==> src/rtl/hazard_scoreboard_pkg.sv <==
// Shared definitions for the decode-side hazard scoreboard: register file
// geometry, the multdiv tracking states and a one-hot register helper.
package proc_defs;

    localparam int REG_W    = 5;
    localparam int NUM_REGS = 32;

    localparam logic [REG_W-1:0] STATUS_REG = 5'd30;

    typedef enum logic [1:0] {
        IDLE   = 2'b00,
        MD_RUN = 2'b01,
        MD_WB  = 2'b10
    } md_state_t;

    // Register 0 is hardwired, so it never maps to a pending bit.
    function automatic logic [NUM_REGS-1:0] reg_onehot(input logic [REG_W-1:0] r);
        logic [NUM_REGS-1:0] v;
        v = '0;
        if (r != '0) begin
            v[r] = 1'b1;
        end
        return v;
    endfunction

endpackage

==> src/rtl/hazard_scoreboard_if.sv <==
// Decode/execute pipeline signals seen by the hazard scoreboard, plus the
// multdiv unit handshake; master is the pipeline side, slave the scoreboard.
interface hazard_scoreboard_if;
    import proc_defs::*;

    logic                dx_valid;
    logic [REG_W-1:0]    dx_rd;
    logic                dx_is_lw;
    logic                dx_is_muldiv;
    logic [REG_W-1:0]    fd_rs;
    logic [REG_W-1:0]    fd_rt;
    logic                fd_uses_rs;
    logic                fd_uses_rt;
    logic                fd_is_bex;
    logic                fd_is_muldiv;
    logic [REG_W-1:0]    fd_rd;
    logic                fd_writes;
    // md_result_rdy is a single-cycle pulse; md_exception is meaningful only
    // while md_result_rdy is high. md_start is a single-cycle pulse back.
    logic                md_result_rdy;
    logic                md_exception;
    logic                stall;
    logic                md_start;
    logic                md_busy;
    logic [REG_W-1:0]    md_rd;
    logic                md_wb_valid;
    logic                md_timeout_err;
    logic [NUM_REGS-1:0] pending;
    md_state_t           state;

    modport master (
        output dx_valid, dx_rd, dx_is_lw, dx_is_muldiv,
        output fd_rs, fd_rt, fd_uses_rs, fd_uses_rt, fd_is_bex, fd_is_muldiv,
        output fd_rd, fd_writes, md_result_rdy, md_exception,
        input  stall, md_start, md_busy, md_rd, md_wb_valid, md_timeout_err,
        input  pending, state
    );

    modport slave (
        input  dx_valid, dx_rd, dx_is_lw, dx_is_muldiv,
        input  fd_rs, fd_rt, fd_uses_rs, fd_uses_rt, fd_is_bex, fd_is_muldiv,
        input  fd_rd, fd_writes, md_result_rdy, md_exception,
        output stall, md_start, md_busy, md_rd, md_wb_valid, md_timeout_err,
        output pending, state
    );

endinterface

==> src/rtl/hazard_scoreboard_reg_hazard_cmp.sv <==
// Checks one F/D source register against the multdiv pending vector and
// against a load still sitting in D/X.
module reg_hazard_cmp
    import proc_defs::*;
(
    input  logic [REG_W-1:0]    src,
    input  logic                used,
    input  logic [NUM_REGS-1:0] pending,
    input  logic                lw_valid,
    input  logic [REG_W-1:0]    lw_rd,
    output logic                pending_hit,
    output logic                load_use_hit
);

    logic live;

    assign live         = used && (src != '0);
    assign pending_hit  = live && pending[src];
    assign load_use_hit = live && lw_valid && (src == lw_rd);

endmodule

==> src/rtl/hazard_scoreboard.sv <==
// Tracks the in-flight multiply/divide destination and raises the global
// pipeline stall for load-use, multdiv RAW/WAW/structural and writeback.
module hazard_scoreboard
    import proc_defs::*;
#(
    parameter  int MD_TIMEOUT = 40,
    localparam int CNT_W      = $clog2(MD_TIMEOUT + 1)
) (
    input  logic                 clock,
    input  logic                 reset,
    hazard_scoreboard_if.slave   bus
);

    md_state_t           state;
    md_state_t           state_next;
    logic [CNT_W-1:0]    counter;
    logic [CNT_W-1:0]    counter_inc;
    logic [REG_W-1:0]    md_rd_q;
    logic [NUM_REGS-1:0] pending_q;
    logic                start_q;
    logic                err_q;

    logic lw_valid;
    logic pd_rs, pd_rt, pd_bex;
    logic lu_rs, lu_rt, lu_bex;
    logic load_use, src_pending, waw, md_stall, stall;
    logic rdy_take, start_go, timeout_hit;

    assign lw_valid = bus.dx_valid && bus.dx_is_lw;

    reg_hazard_cmp u_cmp_rs (
        .src(bus.fd_rs), .used(bus.fd_uses_rs), .pending(pending_q),
        .lw_valid(lw_valid), .lw_rd(bus.dx_rd),
        .pending_hit(pd_rs), .load_use_hit(lu_rs)
    );

    reg_hazard_cmp u_cmp_rt (
        .src(bus.fd_rt), .used(bus.fd_uses_rt), .pending(pending_q),
        .lw_valid(lw_valid), .lw_rd(bus.dx_rd),
        .pending_hit(pd_rt), .load_use_hit(lu_rt)
    );

    // bex implicitly reads the status register.
    reg_hazard_cmp u_cmp_bex (
        .src(STATUS_REG), .used(bus.fd_is_bex), .pending(pending_q),
        .lw_valid(lw_valid), .lw_rd(bus.dx_rd),
        .pending_hit(pd_bex), .load_use_hit(lu_bex)
    );

    assign load_use    = lu_rs | lu_rt | lu_bex;
    assign src_pending = pd_rs | pd_rt | pd_bex;
    assign waw         = bus.fd_writes && (bus.fd_rd != '0) && (bus.fd_rd == md_rd_q);
    assign counter_inc = counter + CNT_W'(1);
    // A result arriving in the start-pulse cycle cannot belong to this operation.
    assign rdy_take    = bus.md_result_rdy && !start_q;

    always_comb begin
        md_stall = 1'b0;
        case (state)
            MD_RUN:  md_stall = src_pending | bus.fd_is_muldiv | waw;
            MD_WB:   md_stall = 1'b1;
            default: md_stall = 1'b0;
        endcase
    end

    assign stall = load_use | md_stall;

    always_comb begin
        state_next  = state;
        start_go    = 1'b0;
        timeout_hit = 1'b0;
        case (state)
            IDLE: begin
                if (bus.dx_valid && bus.dx_is_muldiv && !stall) begin
                    state_next = MD_RUN;
                    start_go   = 1'b1;
                end
            end
            MD_RUN: begin
                if (rdy_take) begin
                    state_next = MD_WB;
                end else if (counter_inc == CNT_W'(MD_TIMEOUT)) begin
                    state_next  = IDLE;
                    timeout_hit = 1'b1;
                end
            end
            MD_WB:   state_next = IDLE;
            default: state_next = IDLE;
        endcase
    end

    always_ff @(posedge clock) begin
        if (reset) begin
            state     <= IDLE;
            counter   <= '0;
            md_rd_q   <= '0;
            pending_q <= '0;
            start_q   <= 1'b0;
            err_q     <= 1'b0;
        end else begin
            state   <= state_next;
            start_q <= start_go;
            case (state)
                IDLE: begin
                    if (start_go) begin
                        md_rd_q   <= bus.dx_rd;
                        pending_q <= pending_q | reg_onehot(bus.dx_rd);
                        counter   <= '0;
                    end
                end
                MD_RUN: begin
                    counter <= counter_inc;
                    if (rdy_take && bus.md_exception) begin
                        md_rd_q   <= STATUS_REG;
                        pending_q <= (pending_q & ~reg_onehot(md_rd_q)) | reg_onehot(STATUS_REG);
                    end else if (timeout_hit) begin
                        pending_q <= '0;
                        err_q     <= 1'b1;
                    end
                end
                MD_WB:   pending_q <= pending_q & ~reg_onehot(md_rd_q);
                default: ;
            endcase
        end
    end

    assign bus.stall          = stall;
    assign bus.md_start       = start_q;
    assign bus.md_busy        = (state != IDLE);
    assign bus.md_rd          = md_rd_q;
    assign bus.md_wb_valid    = (state == MD_WB);
    assign bus.md_timeout_err = err_q;
    assign bus.pending        = pending_q;
    assign bus.state          = state;

endmodule

==> src/flat_wrapper.sv <==
// flat-port wrapper written by rule: the top's interface ports become plain ports
module hazard_scoreboard_flat import proc_defs::*;
#(
    parameter  int MD_TIMEOUT = 40,
    localparam int CNT_W      = $clog2(MD_TIMEOUT + 1)
)
  (clock, reset, bus_dx_valid, bus_dx_rd, bus_dx_is_lw, bus_dx_is_muldiv, bus_fd_rs, bus_fd_rt, bus_fd_uses_rs, bus_fd_uses_rt, bus_fd_is_bex, bus_fd_is_muldiv, bus_fd_rd, bus_fd_writes, bus_md_result_rdy, bus_md_exception, bus_stall, bus_md_start, bus_md_busy, bus_md_rd, bus_md_wb_valid, bus_md_timeout_err, bus_pending, bus_state);
  hazard_scoreboard_if bus_i ();
  input  logic clock;
  input  logic reset;
  input wire logic [$bits(bus_i.dx_valid)-1:0] bus_dx_valid;
  input wire logic [$bits(bus_i.dx_rd)-1:0] bus_dx_rd;
  input wire logic [$bits(bus_i.dx_is_lw)-1:0] bus_dx_is_lw;
  input wire logic [$bits(bus_i.dx_is_muldiv)-1:0] bus_dx_is_muldiv;
  input wire logic [$bits(bus_i.fd_rs)-1:0] bus_fd_rs;
  input wire logic [$bits(bus_i.fd_rt)-1:0] bus_fd_rt;
  input wire logic [$bits(bus_i.fd_uses_rs)-1:0] bus_fd_uses_rs;
  input wire logic [$bits(bus_i.fd_uses_rt)-1:0] bus_fd_uses_rt;
  input wire logic [$bits(bus_i.fd_is_bex)-1:0] bus_fd_is_bex;
  input wire logic [$bits(bus_i.fd_is_muldiv)-1:0] bus_fd_is_muldiv;
  input wire logic [$bits(bus_i.fd_rd)-1:0] bus_fd_rd;
  input wire logic [$bits(bus_i.fd_writes)-1:0] bus_fd_writes;
  input wire logic [$bits(bus_i.md_result_rdy)-1:0] bus_md_result_rdy;
  input wire logic [$bits(bus_i.md_exception)-1:0] bus_md_exception;
  output wire logic [$bits(bus_i.stall)-1:0] bus_stall;
  output wire logic [$bits(bus_i.md_start)-1:0] bus_md_start;
  output wire logic [$bits(bus_i.md_busy)-1:0] bus_md_busy;
  output wire logic [$bits(bus_i.md_rd)-1:0] bus_md_rd;
  output wire logic [$bits(bus_i.md_wb_valid)-1:0] bus_md_wb_valid;
  output wire logic [$bits(bus_i.md_timeout_err)-1:0] bus_md_timeout_err;
  output wire logic [$bits(bus_i.pending)-1:0] bus_pending;
  output wire logic [$bits(bus_i.state)-1:0] bus_state;
  assign bus_i.dx_valid = bus_dx_valid;
  assign bus_i.dx_rd = bus_dx_rd;
  assign bus_i.dx_is_lw = bus_dx_is_lw;
  assign bus_i.dx_is_muldiv = bus_dx_is_muldiv;
  assign bus_i.fd_rs = bus_fd_rs;
  assign bus_i.fd_rt = bus_fd_rt;
  assign bus_i.fd_uses_rs = bus_fd_uses_rs;
  assign bus_i.fd_uses_rt = bus_fd_uses_rt;
  assign bus_i.fd_is_bex = bus_fd_is_bex;
  assign bus_i.fd_is_muldiv = bus_fd_is_muldiv;
  assign bus_i.fd_rd = bus_fd_rd;
  assign bus_i.fd_writes = bus_fd_writes;
  assign bus_i.md_result_rdy = bus_md_result_rdy;
  assign bus_i.md_exception = bus_md_exception;
  assign bus_stall = bus_i.stall;
  assign bus_md_start = bus_i.md_start;
  assign bus_md_busy = bus_i.md_busy;
  assign bus_md_rd = bus_i.md_rd;
  assign bus_md_wb_valid = bus_i.md_wb_valid;
  assign bus_md_timeout_err = bus_i.md_timeout_err;
  assign bus_pending = bus_i.pending;
  assign bus_state = bus_i.state;
  hazard_scoreboard #(.MD_TIMEOUT(MD_TIMEOUT)) u_core (.clock(clock), .reset(reset), .bus(bus_i));
endmodule
==> config.mk <==
export PLATFORM = sky130hd
export DESIGN_NAME = hazard_scoreboard_flat
export DESIGN_NICKNAME = d
export VERILOG_FILES = /design/src/rtl/hazard_scoreboard_pkg.sv /design/src/rtl/hazard_scoreboard_if.sv /design/src/rtl/hazard_scoreboard_reg_hazard_cmp.sv /design/src/rtl/hazard_scoreboard.sv /design/src/flat_wrapper.sv
export SDC_FILE = /design/constraint.sdc
export NUM_CORES = 1
export LEC_CHECK = 0
export BUFFER_PORTS_ARGS = -buffer_cell sky130_fd_sc_hd__buf_2
export CORE_UTILIZATION = 60
export DETAILED_ROUTE_END_ITERATION = 8
export GPL_TIMING_DRIVEN = 0
export PLACE_DENSITY = 0.85
export SETUP_SLACK_MARGIN = 0.02
export SLEW_MARGIN = 20
export SYNTH_ARGS = -nofsm -noshare
export SYNTH_HDL_FRONTEND = slang
export SYNTH_SLANG_ARGS = --single-unit
==> constraint.sdc <==
create_clock -name clock -period 5.4 [get_ports clock]
set_input_delay 0.54 -clock clock [delete_from_list [all_inputs] [get_ports clock]]
set_output_delay 0.54 -clock clock [all_outputs]
set_load 0.01 [all_outputs]
==> impl_metrics.tcl, run 1 <==
set metrics [dict create \
    outcome "completed" \
    setup_viol 0 \
    path_class "input pin to primary output" \
    vias 4074 \
    yosys-top-cells-area "dfxtp_1 24%, mux4_2 6.4%, mux2_4 6.2%, nor2b_1 4.7%, nand2_1 4.7%" \
    clkPwrFrac 0.256 \
    track_usage 0.373 \
    ys_ff_latch 47 \
    fmax_mhz 300 \
    synthArstFlopShare 0 \
    drcViolationCount 0 \
    die_h_um 82.1 \
    crit_family "compound AO/OA/AOI/OAI gates" \
    gp_congestion 1.01 \
    hold_buffers 0 \
    syn_nets 498 \
    pwr-share-seq 0.430 \
    post-cts-setup-buffer-count 0 \
    comb_power_share 0.314 \
    finClkSkew_ps 13.0 \
    whs_ps 487 \
    grt_pass1_wl_um 18500 \
    clk_pin_slew_ps 100 \
    routed_wl_um 12300 \
    clockRootBuffer "clkbuf_8" \
    cts_buffer_depth 2 \
    core_area_um2 6060 \
    rsz0062_at_grt "false" \
    antenna_found_initial 0 \
    cp_num_buf_inv 2 \
    synth_edf_count 0 \
    netlist.top_cell.by_area "dfxtp_1" \
    p_leak_uw 0.00176 \
    ant_nets 0 \
    start_util 0.635 \
    final_area_um2 4370 \
    numPortBuffers 67 \
    crit_fanout 8 \
    avgSynthCellArea_um2 8.35 \
    total_power_uw 855 \
    clock_sinks 47 \
    viasPerCell 6.67 \
    clk_latency_ps 310 \
    area_growth_pct 13.5 \
    num_rows 28 \
    cp-start-kind "input pin" \
    grt_max_degree 15 \
    sw_frac_of_total 0.367 \
    design.die.area_um2 6740 \
    postCtsResizedCells 0 \
    drv_slew 0 \
    first_pass_iters 5 \
    overflow 0 \
    cp_common_cell "a22o_1" \
    end_kind "primary output" \
    io_pins 76 \
    grt_pass1_vias 3663 \
    hpwl_um 9230 \
    fin_setup_tns_ps 0 \
    finalCritPeriodShare 0.616 \
    synth_top_area_share 0.244 \
    routedWlPerCell_um 20.1 \
    max_stage_delay_ps 530 \
    hp-class "flip-flop to flip-flop" \
    arrival_ps 2790 \
    placed_cell_area_um2 4280 \
    drt-initial-drc-count 401 \
    synthDistinctLibCells 66 \
    yosys_most_used_dff "dfxtp_1" \
    post-route-min-period_ps 3330 \
    synth_warnings 0 \
    relSlewSlack 0.455 \
    worstMarginPinSlew_ps 818 \
    hold_violations 0 \
    pwr_density_cell_nw_per_um2 196 \
    diodes 0 \
    htreeDepth 2 \
    crit_chain "buf_6 > mux4_2 > a22o_1 > nor4b_2 > nor3b_1 > a211oi_1 > o21bai_1 > a22o_1 > buf_2" \
    layout-drive-gt1-share 0.259 \
    cp_slowest_cell "mux4_2" \
    intPower_uw 542 \
    drv_cap 0 \
    power_switching_uw 314 \
    seq_area_frac_synth 0.244 \
    utilization 0.721 \
    crit_required_ps 4860 \
    vdd_ir_drop_max_v 0.000137 \
    cts_tree "yes" \
    finalNetCount 572 \
    synth_cells 461 \
    numCtsBuffers 5 \
    die_w_um 82.1 \
    syn-cell-area_um2 3850 \
]
-- state kept, by name, indices dropped and copies added, names as in the netlist --
| signal | count |
|---|---|
| u_core.bus.md_rd | 5 |
| u_core.bus.md_start | 1 |
| u_core.bus.md_timeout_err | 1 |
| u_core.bus.pending | 32 |
| u_core.bus.state | 2 |
| u_core.counter | 6 |
-- cells by family after synthesis --
logic type	count (synthesis)	synth area share
multiplexers	46	0.179
adder cells (fa/ha/maj)	5	0.0163
XOR/XNOR	16	0.0364
AO/OA/AOI/OAI	128	0.233
flip-flops	47	0.244
AND/OR/NAND/NOR	165	0.225
buffers and inverters	54	0.0666
-- synth_stat cells (all sizes together), types with 4 or more instances --
library cell and instances:
a21oi 32, a22oi 4, o21ai 35, o32ai 9
nor2b 30, a211oi 9, xor2 10, and3 9
nand3 23, inv 20, mux2i 11, nand2 48
nor2 20, mux4 11, nor3b 5, ha 5
buf 12, dfxtp 47, mux2 24, xnor2 6
nor3 9, clkbuf 20, or2 4
-- cells in the final DEF (no fill, tap or decap), types with 5 or more instances in the layout --
cell / Yosys / routed
mux2_2: 8 / 8
o32ai_1: 8 / 8
ha_1: 5 / 5
buf_6: 6 / 6
and3_1: 9 / 9
mux2_4: 16 / 16
clkbuf_1: 20 / 21
a21oi_1: 32 / 32
dfxtp_1: 47 / 47
a211oi_1: 8 / 8
nand2_1: 48 / 48
mux4_2: 11 / 11
xnor2_1: 6 / 6
inv_1: 20 / 20
nor2b_1: 29 / 29
nor3_1: 8 / 8
nand3_1: 23 / 23
clkbuf_8: 0 / 5
o21ai_0: 31 / 31
nor2_1: 20 / 20
buf_2: 4 / 71
xor2_1: 10 / 10
mux2i_1: 11 / 11
-- through the flow --
step	cells	setup slack [ps]
after global placement	603	2080
final	611	2070
after detailed placement	603	2110
after floorplan	461	2460
after CTS	611	2110
after global routing	611	1930
-- path summary, 6_finish.rpt --
path | from | to | slack, ps | cells after the start
min reg2reg | u_core.bus.md_timeout_err | u_core.bus.md_timeout_err | 490 | 2
min | u_core.bus.md_timeout_err | u_core.bus.md_timeout_err | 490 | 2
max reg2reg | u_core.bus.state[1] | u_core.counter[1] | 2430 | 10
max | bus_fd_rs[2] | bus_stall | 2070 | 9
-- layer usage --
| layer | wire length, um | global-route usage |
|---|---|---|
| met5 | 0 | 0 |
| met4 | 476 | 0.179 |
| met3 | 1230 | 0.0747 |
| met2 | 5470 | 0.567 |
| met1 | 5110 | 0.502 |
-- power groups by stage --
stage	Sequential [uW]	Clock (uW)	Combinational (uW)
after floorplan	378	0	175
after global placement	375	0	256
after detailed placement	375	0	260
after CTS	367	219	261
after global routing	369	231	285
final	368	219	268
-- layout make-up --
cell class,count,area (um^2)
Multi-Input combinational cell,360,2660
Fill cell,517,1690
Sequential cell,47,941
Timing Repair Buffer,67,335
Buffer,32,174
Tap cell,75,93.8
Inverter,22,82.6
Clock buffer,6,72.6
Clock inverter,2,12.5
-- worst reg2reg max path: stages (launching register included) --
cell      delay [ps]
dfxtp_1          400
inv_1            110
ha_1             230
inv_1            220
nor2_1            80
a311oi_1         430
o211ai_1         280
a211o_1          300
buf_2            200
a22oi_1          440
o32ai_1          140
Note: power is estimated with default switching activity, not from simulation.
==> run 2, diff against run 1 <==
Settings changed: CORE_UTILIZATION 60 to 51, PLACE_DENSITY 0.85 to 0.77.
Clock period 5.4 ns to 3.03 ns, I/O delays scaled along.
==> impl_metrics.tcl, run 2 (same netlist as run 1, synthesis figures left out) <==
set metrics [dict create \
    die_w_um 88.9 \
    post-route-min-period_ps 2940 \
    ff2ff_path_depth 9 \
    layout-drive-gt1-share 0.269 \
    hold_violations 0 \
    final_common_cell "buf_2" \
    grt_max_degree 14 \
    clk_pin_slew_ps 90 \
    route.met2.wl_um 5560 \
    pwr_density_cell_nw_per_um2 362 \
    clk_latency_ps 320 \
    numPortBuffers 67 \
    setup_viol 0 \
    fmax_mhz 341 \
    num_rows 31 \
    area_growth_pct 15.8 \
    holdPathStages 3 \
    wirelength_met1_um 5010 \
    hold_buffers 0 \
    place_inst 627 \
    finalCritPeriodShare 0.969 \
    crit_required_ps 2730 \
    drt-initial-drc-count 472 \
    end_kind "primary output" \
    overflow 0 \
    rsz0062_at_grt "false" \
    cts_buffer_depth 2 \
    worstMarginPinSlew_ps 821 \
    crit_fanout 5 \
    met3_length_um 1380 \
    drv_cap 0 \
    io_pins 76 \
    core_area_um2 7290 \
    numCtsBuffers 5 \
    final_cell_mix "71 x buf_2, 48 x nand2_1, 47 x dfxtp_1, 31 x o21ai_0, 31 x a21oi_1" \
    drcViolationCount 0 \
    drv_slew 0 \
    diodes 0 \
    largest_reg_flops 32 \
    whs_ps 380 \
    final_area_um2 4460 \
    finalNonFillerCells 635 \
    start_util 0.528 \
    first_pass_iters 7 \
    hp-class "input pin to flip-flop" \
    top_layer_used "met4" \
    finClkSkew_ps 18.5 \
    grt_pass1_wl_um 19100 \
    die_h_um 88.9 \
    clockRootBuffer "clkbuf_8" \
    antenna_found_initial 0 \
    path_class "flip-flop to primary output" \
    vias 4041 \
    outcome "completed" \
    p_leak_uw 0.00179 \
    grt_pass1_vias 3722 \
    hpwl_um 9270 \
    cp-start-kind "flip-flop" \
    clock_sinks 47 \
    viasPerCell 6.36 \
    relSlewSlack 0.448 \
    placed_cell_area_um2 4310 \
    routed_wl_um 12400 \
    track_usage 0.323 \
    ant_nets 0 \
    arrival_ps 2630 \
    nFillCells 699 \
    design.die.area_um2 7900 \
    htreeDepth 2 \
    vdd_ir_drop_max_v 0.000213 \
    routedWlPerCell_um 19.5 \
    cts_tree "yes" \
    gp_congestion 0.961 \
    finalNetCount 573 \
]
run 2: cell count changes in the layout (fill, tap and decap cells not counted), sizes merged:
| cell | before | now |
|---|---|---|
| buf | 79 | 80 |
| bufinv | 0 | 1 |
| clkinv | 3 | 2 |
| clkinvlp | 1 | 0 |
run 2: path summary, 6_finish.rpt:
path | start | to | slack, ps
worst min-delay path | bus_md_result_rdy | u_core.bus.state[1] | 380
worst min register to register | u_core.bus.md_timeout_err | u_core.bus.md_timeout_err | 480
worst max register to register | u_core.bus.md_rd[4] | u_core.bus.pending[25] | 220
worst max-delay path | u_core.bus.pending[8] | bus_stall | 90
run 2: where the power goes:
group          internal (uW)  leakage, uW  switching (uW)  total [uW]
clock network            243    0.0000513             230         473
registers                636     0.000380            19.6         656
logic                    172      0.00136             313         485
run 2: per-stage QoR:
step                      worst slack [ps]  setup TNS (ps)  utilization  power (uW)
final                                 93.4               0        0.611        1610
after global routing                  26.9               0        0.611        1670
after CTS                             63.9               0        0.606        1590
after detailed placement             -22.7           -45.6        0.591        1130
after global placement                28.2               0        0.591        1120
after floorplan                        453               0            -         987
run 2: worst max-delay path: stages, from the launching register on:
cell and delay (ps):
dfxtp_1 380, mux4_2 510, a22o_1 280, nor4b_4 240
nor3b_1 110, a211oi_2 320, o21bai_1 120, a22o_1 230
buf_2 130
run 2: area by class of cell:
class	count	area, um^2	area share
Multi-Input combinational cell	360	2690	0.604
Sequential cell	47	941	0.211
Timing Repair Buffer	68	343	0.0769
Buffer	32	174	0.0390
Tap cell	99	124	0.0278
Inverter	22	82.6	0.0185
Clock buffer	6	72.6	0.0163
Clock inverter	1	30.0	0.00674
run 2: what timing repair did:
action | CTS | global route
pin swaps | 0 | 4
hold endpoints to repair | 0 | 0
endpoints found under the setup margin | 1 | 24
gates resized for setup | 1 | 5
buffers inserted | 0 | 1
run 2: metal layers:
| metal | track usage | up-vias |
|---|---|---|
| li1 | - | 1838 |
| met2 | 0.510 | 274 |
| met4 | 0.135 | 0 |
| met1 | 0.439 | 1888 |
| met3 | 0.0513 | 41 |
| met5 | 0 | - |
==> run 3, diff against run 2 <==
Settings changed: REMOVE_ABC_BUFFERS from default to 1.
==> impl_metrics.tcl, run 3 (same netlist as run 1, synthesis figures left out) <==
set metrics [dict create \
    outcome "completed" \
    arrival_ps 2590 \
    area_growth_pct 15.5 \
    drcViolationCount 0 \
    first_pass_iters 5 \
    overflow 0 \
    cts_buffer_depth 2 \
    layout_setup_ws_ps 139 \
    setup_viol 0 \
    largest_reg_flops 32 \
    fin_setup_tns_ps 0 \
    pwr_density_cell_nw_per_um2 371 \
    hold_buffers 0 \
    cp-start-kind "flip-flop" \
    worstMarginPinSlew_ps 824 \
    core_area_um2 7290 \
    ant_nets 0 \
    die_h_um 88.9 \
    regArea_um2 941 \
    hpwl_um 8520 \
    gp_congestion 0.951 \
    crit_fanout 5 \
    p_leak_uw 0.00179 \
    whs_ps 386 \
    clk_pin_slew_ps 100 \
    antenna_found_initial 0 \
    drv_cap 0 \
    layout-drive-gt1-share 0.294 \
    fmax_mhz 346 \
    clock_sinks 47 \
    pre_cts_slack_ps -452 \
    hold_violations 0 \
    diodes 0 \
    grt_max_degree 42 \
    routed_wl_um 12300 \
    place_inst 604 \
    htreeDepth 2 \
    finalNonFillerCells 619 \
    grt_pass1_wl_um 18900 \
    num_rows 31 \
    clockRootBuffer "clkbuf_8" \
    start_util 0.528 \
    end_kind "primary output" \
    post-route-min-period_ps 2890 \
    drv_slew 0 \
    drt-initial-drc-count 589 \
    vias 4083 \
    nFillCells 658 \
    final_common_cell "buf_2" \
    design.die.area_um2 7900 \
    finalNetCount 556 \
    io_pins 76 \
    routedWlPerCell_um 19.9 \
    numCtsBuffers 5 \
    hp-class "input pin to flip-flop" \
    die_w_um 88.9 \
    finalCritPeriodShare 0.954 \
    multi_input_area_um2 2720 \
    path_class "flip-flop to primary output" \
    clk_latency_ps 320 \
    final_cell_mix "75 x buf_2, 48 x nand2_1, 47 x dfxtp_1, 31 x a21oi_1, 30 x o21ai_0" \
    crit_required_ps 2730 \
    rsz0062_at_grt "false" \
    track_usage 0.315 \
    viasPerCell 6.60 \
    finClkSkew_ps 16.1 \
    vdd_ir_drop_max_v 0.000183 \
    relSlewSlack 0.451 \
    numPortBuffers 75 \
    cts_tree "yes" \
    grt_pass1_vias 3681 \
]
## run 3: changes by cell type in the layout (fill, tap and decap cells not counted), moves of 3 or more
| cell | delta |
|---|---|
| buf_6 | -5 |
| buf_12 | +3 |
| buf_2 | +4 |
| clkbuf_1 | -21 |
## run 3: per-layer routing
layer / up-vias / part of all wire / track usage
li1: 1810 / - / -
met5: - / 0 / 0
met3: 60 / 0.11 / 0.0420
met4: 0 / 0.039 / 0.142
met1: 1902 / 0.40 / 0.433
met2: 311 / 0.46 / 0.492
## run 3: worst max-delay path, stage by stage (launching register included)
cell      delay (ps)
dfxtp_1          380
mux4_2           500
a22o_1           280
nor4b_4          270
nor3b_1          120
a211oi_2         250
o21bai_1          90
a22o_1           240
buf_2            140
## run 3: timing repair
action / 4_1_cts / 5_1_grt
gates resized for setup: 3 / 7
gates cloned: 1 / 0
buffers inserted: 0 / 6
setup endpoints to repair: 28 / 41
pin swaps: 1 / 4
## run 3: metrics by stage
stage | power (uW) | cell area (um^2) | utilization
detailed placement | 1110 | 4190 | 0.575
floorplan | 936 | 3670 | -
global placement | 1090 | 4170 | 0.572
finish | 1650 | 4440 | 0.609
global route | 1700 | 4440 | 0.609
CTS | 1600 | 4330 | 0.594
## run 3: area by class of cell
type                            count  share of cell area
Multi-Input combinational cell    361               0.611
Inverter                           22              0.0186
Clock inverter                      3             0.00985
Sequential cell                    47               0.212
Tap cell                           99              0.0279
Timing Repair Buffer               82               0.106
Clock buffer                        5              0.0155
## run 3: worst paths after layout
kind	start	end	slack [ps]	cells past startpoint
min	bus_md_result_rdy	u_core.bus.state[1]	390	3
max reg2reg	u_core.bus.state[1]	u_core.bus.pending[3]	240	11
min reg2reg	u_core.bus.md_timeout_err	u_core.bus.md_timeout_err	490	2
max	u_core.bus.pending[8]	bus_stall	140	8
## run 3: power breakdown
part           internal, uW  switching (uW)  total [uW]  leakage [uW]
Combinational           185             311         496       0.00136
Sequential              636            33.7         670      0.000380
Clock                   246             236         482     0.0000581
